## src/rtl/uart_tx_frame.sv

```systemverilog
// uart_tx_frame: FIFO-fed UART transmitter sending start, LSB-first data, optional parity and stop bits
// Ports: CLK bit-rate clock; RST sync active-high reset; FIFO_EMPTY/FIFO_RD_DATA/FIFO_RD_INC FIFO read
// handshake (combinational head word, pop on the edge where FIFO_RD_INC=1); PAR_EN/PAR_TYP parity
// config latched per frame (PAR_TYP 0 = even, 1 = odd); TX_OUT registered serial line, idle high;
// BUSY registered frame-in-progress flag.
module uart_tx_frame #(
  parameter int DATA_WIDTH = 8,
  parameter int STOP_BITS  = 1
) (
  input  logic                  CLK,
  input  logic                  RST,
  input  logic                  FIFO_EMPTY,
  input  logic [DATA_WIDTH-1:0] FIFO_RD_DATA,
  output logic                  FIFO_RD_INC,
  input  logic                  PAR_EN,
  input  logic                  PAR_TYP,
  output logic                  TX_OUT,
  output logic                  BUSY
);
  localparam int CW = DATA_WIDTH > 1 ? $clog2(DATA_WIDTH) : 1;
  typedef enum logic [2:0] {IDLE, START, DATA, PARITY, STOP} state_t;
  state_t r_state, w_state;
  logic [DATA_WIDTH-1:0] r_shift, w_shift;
  logic [CW-1:0] r_bit_cnt, w_bit_cnt;
  logic r_stop_cnt, w_stop_cnt;
  logic r_par_en, w_par_en;
  logic r_par_bit, w_par_bit;
  logic r_tx, w_tx;
  logic r_busy, w_busy;
  logic w_last_stop, w_last_bit;
  assign w_last_stop = r_state == STOP && r_stop_cnt == 1'(STOP_BITS - 1);
  assign w_last_bit = r_bit_cnt == CW'(DATA_WIDTH - 1);
  // Popping in the last stop cycle chains frames with no idle gap.
  assign FIFO_RD_INC = !RST && !FIFO_EMPTY && (r_state == IDLE || w_last_stop);
  assign TX_OUT = r_tx;
  assign BUSY = r_busy;
  always_comb begin
    w_state = r_state;
    w_shift = r_shift;
    w_bit_cnt = r_bit_cnt;
    w_stop_cnt = r_stop_cnt;
    w_par_en = r_par_en;
    w_par_bit = r_par_bit;
    w_tx = r_tx;
    w_busy = r_busy;
    if (FIFO_RD_INC) begin
      w_state = START;
      w_shift = FIFO_RD_DATA;
      w_par_en = PAR_EN;
      w_par_bit = ^FIFO_RD_DATA ^ PAR_TYP;
      w_tx = 1'b0;
      w_busy = 1'b1;
    end else begin
      case (r_state)
        START: begin
          w_state = DATA;
          w_tx = r_shift[0];
          w_shift = r_shift >> 1;
          w_bit_cnt = '0;
        end
        DATA: begin
          if (!w_last_bit) begin
            w_tx = r_shift[0];
            w_shift = r_shift >> 1;
            w_bit_cnt = r_bit_cnt + 1'b1;
          end else if (r_par_en) begin
            w_state = PARITY;
            w_tx = r_par_bit;
          end else begin
            w_state = STOP;
            w_tx = 1'b1;
            w_stop_cnt = 1'b0;
          end
        end
        PARITY: begin
          w_state = STOP;
          w_tx = 1'b1;
          w_stop_cnt = 1'b0;
        end
        STOP: begin
          if (!w_last_stop) begin
            w_stop_cnt = r_stop_cnt + 1'b1;
          end else begin
            w_state = IDLE;
            w_tx = 1'b1;
            w_busy = 1'b0;
          end
        end
        default: ;
      endcase
    end
  end
  always_ff @(posedge CLK) begin
    if (RST) begin
      r_state <= IDLE;
      r_shift <= '0;
      r_bit_cnt <= '0;
      r_stop_cnt <= 1'b0;
      r_par_en <= 1'b0;
      r_par_bit <= 1'b0;
      r_tx <= 1'b1;
      r_busy <= 1'b0;
    end else begin
      r_state <= w_state;
      r_shift <= w_shift;
      r_bit_cnt <= w_bit_cnt;
      r_stop_cnt <= w_stop_cnt;
      r_par_en <= w_par_en;
      r_par_bit <= w_par_bit;
      r_tx <= w_tx;
      r_busy <= w_busy;
    end
  end
endmodule

```

## config.mk

```make
export PLATFORM = sky130hd
export DESIGN_NAME = uart_tx_frame
export DESIGN_NICKNAME = d
export VERILOG_FILES = /design/src/rtl/uart_tx_frame.sv
export SDC_FILE = /design/constraint.sdc
export NUM_CORES = 1
export LEC_CHECK = 0
export BUFFER_PORTS_ARGS = -buffer_cell sky130_fd_sc_hd__buf_2
export CAP_MARGIN = 20
export CORE_ASPECT_RATIO = 1.2
export CORE_MARGIN = 5
export CORE_UTILIZATION = 35
export CTS_CLUSTER_SIZE = 8
export DETAILED_ROUTE_END_ITERATION = 6
export PLACE_DENSITY = 0.53
export REMOVE_ABC_BUFFERS = 1
export SYNTH_ARGS = -nofsm -noshare
export SYNTH_HDL_FRONTEND = slang
export SYNTH_SLANG_ARGS = --single-unit
```

## constraint.sdc

```tcl
create_clock -name CLK -period 2.4 [get_ports CLK]
set_input_delay 0.24 -clock CLK [delete_from_list [all_inputs] [get_ports CLK]]
set_output_delay 0.24 -clock CLK [all_outputs]
set_load 0.02 [all_outputs]
```

==> key figures <==
Setup path
  – Crit path max fanout: 13
  – Startpoint type of the worst setup path: register
  – Setup CP Type: register to primary output
  – R2R cell count: 6
  – CP startpoint: r_state[2]
  – Worst setup EP type: primary output
  – WP data required: 2.16 ns
  – R2r setup slk: 0.48 ns
  – Reg2reg start: r_bit_cnt[0]
  – Crit path DAT: roughly 1.8 ns

Worst hold path
  – Hold crit path type: primary input to register
  – Worst Hold Launch: PAR_EN
  – Hold depth: 3

Power and ir drop
  – Cell leakage power: 0.426 nW
  – Pwr Total: 0.645 mW
  – Peak supply drop: 377 µV
  – Power Density: approximately 560 nW/µm²

Global routing
  – Global route overflow: 0
  – Largest net degree at the start of global routing: 22
  – Gr usage total: a little under an eighth
  – Initial antenna violation count: 0
  – Number of global-route vias before repair: 861
  – First-pass GRT wire length: 3830 µm

Yosys
  – Yosys warns: 0
  – Commonest cells post-synth: 19 x dfxtp_1, 11 x nand3_1, 9 x a21oi_1, 7 x a21oi_2, 7 x nand2_1
  – Seq/Total Area, Yosys: 35.9%
  – Leading area contributor after synthesis: dfxtp_1
  – #FFs+latches synth: 19
  – Share of the synthesized area in the top cell type: 35.9%
  – Cell area after synthesis: roughly 1100 µm²
  – Ranking of synthesized cells by area: dfxtp_1 36%, a22oi_2 7.1%, a21oi_2 5.8%
  – FFs w/ async S/R, synth: 0%
  – Synthesized area per cell: 9.63 µm²
  – Cells after synthesis: 110
  – Top FF cell, synth: dfxtp_1
  – Synth unique cells: 39
  – Most frequent cell after synthesis: dfxtp_1
  – Post-synth EDFFs: 0

Detailed routing
  – Post-route ant nets: 0
  – Total wire length: between 2000 and 2500 µm
  – Via Count: 832
  – Drt pass-1 iters: 4
  – DRT iter0 DRCs: 15
  – DRC violations left: 0
  – Post-DR wirelength/cell: 14.3 µm
  – Avg Vias per Cell: 5.37

Clock tree
  – Clock latency on the worst-skew pair: 0.30 ns
  – Post-cts sizing count: 0
  – Root Driver: clkbuf_4
  – CTS sink count: 19
  – Cts hold-fix bufs: 0
  – Post-CTS Setup Inserts: 0
  – CTS clk-pin slew, worst paths: 0.11 ns
  – Total CTS buffers: 3
  – H-tree depth: 1
  – CTS tree: built
  – Clock tree buffer depth: 2

Cells and area
  – Fin cells: roughly 160
  – Share of cells above drive strength 1: between 30% and 40%
  – Final instance area: 1140 µm²
  – Final #Nets: 137
  – Antenna cell count: 0
  – P&R area growth vs syn: 7.91%
  – Final Util: 39.9%

Run status
  – Status: finished, final reports clean

Timing
  – Final setup vio count: 0
  – Clock Skews: 0.00570 ns
  – Fin crit share: 84.7%
  – Hold_ws: 0.135 ns
  – Fin crit period: between 2 and 2.5 ns
  – Worst Max-Slew Pin Slew: between 0.4 and 0.5 ns
  – Fmax: slightly below 0.5 GHz
  – Fin. max-slew vios: 0
  – Sum Neg Setup Slack: 0 ns
  – Final Hold Viols: 0
  – RSZ-0062 raised after global routing: false
  – Rel. slew slack: 66.7%
  – Post-route setup slack: 0.368 ns

Place
  – Final Wtd Congestion: 0.772
  – DP Worst Slack: 0.496 ns
  – DP Wirelength: 1600 µm
  – Placed Area: ~1100 µm²
  – Port bufs: 15
  – DP Cell Count: 151

Floorplanning
  – Core Area: 2860 µm²
  – Row Count: 21
  – Die ar.: ~4200 µm²
  – DIE WIDTH: 60.2 µm
  – Starting Density: 37.0%
  – I/O pin cnt: 16
  – Vert. Die Dim: 70.3 µm

Flow run
  – Max_cap viols: 0
final cells by class:
cell class	instances	area, µm²
clock buffers	3	22.5
clock inverters	1	5.00
fillers	298	1720
inverters	2	8.76
multi-input cells	81	609
flip-flops and latches	19	380
well taps	34	42.5
repair buffers	15	75.1
cell families (layout without fill, tap and decap cells):
family	after synthesis	in the layout	synth area share (%)
muxes	2	2	1.89
and+or+nand+nor	34	34	18.7
DFF	19	19	35.9
adders and majority gates	2	2	2.36
buffers and inverters	10	21	6.61
AOI/OAI and AO/OA	36	36	27.5
xor gates and xnor gates	7	7	7.08
cells in the final DEF, fill, tap and decap left out, drive strengths merged, types with 2 or more instances in the layout:
cell	count
a22oi	7
ha	2
nand3	11
nand2	8
a21oi	16
dfxtp	19
buf	15
nor2b	3
o31ai	2
clkbuf	3
xor2	2
clkinv	2
o21ai	3
nor2	5
xnor2	4
mux2i	2
nor3b	2
worst max-delay path, cell delays in order, from the launching register on:
cell      delay [ns]
dfxtp_1         0.60
a21oi_1         0.14
nand2_2         0.26
clkinv_2        0.26
buf_2           0.23
worst paths after layout:
check                                     to
worst max register to register  r_bit_cnt[0]
worst min register to register  r_bit_cnt[1]
worst min-delay path                r_par_en
worst max-delay path             FIFO_RD_INC
routing by layer:
metal | part of all wire [%] | global-route usage (%)
met3 | 3.9 | 3.87
met5 | 0 | 0
met2 | 52 | 19.6
met1 | 43 | 14.0
met4 | 0.90 | 2.96
sequential cells by signal, summed over array words and instances, names as in the netlist:
signal,cells
r_par_en,1
TX_OUT,1
r_stop_cnt,1
r_bit_cnt,3
r_shift,8
BUSY,1
r_state,3
r_par_bit,1
report_power, final:
group,leakage (nW),switching [mW],internal [mW]
sequential,0.155,0.0162,0.333
combinational,0.253,0.0717,0.0591
clock,0.0177,0.102,0.0621
Note: power is estimated with default switching activity, not from simulation.
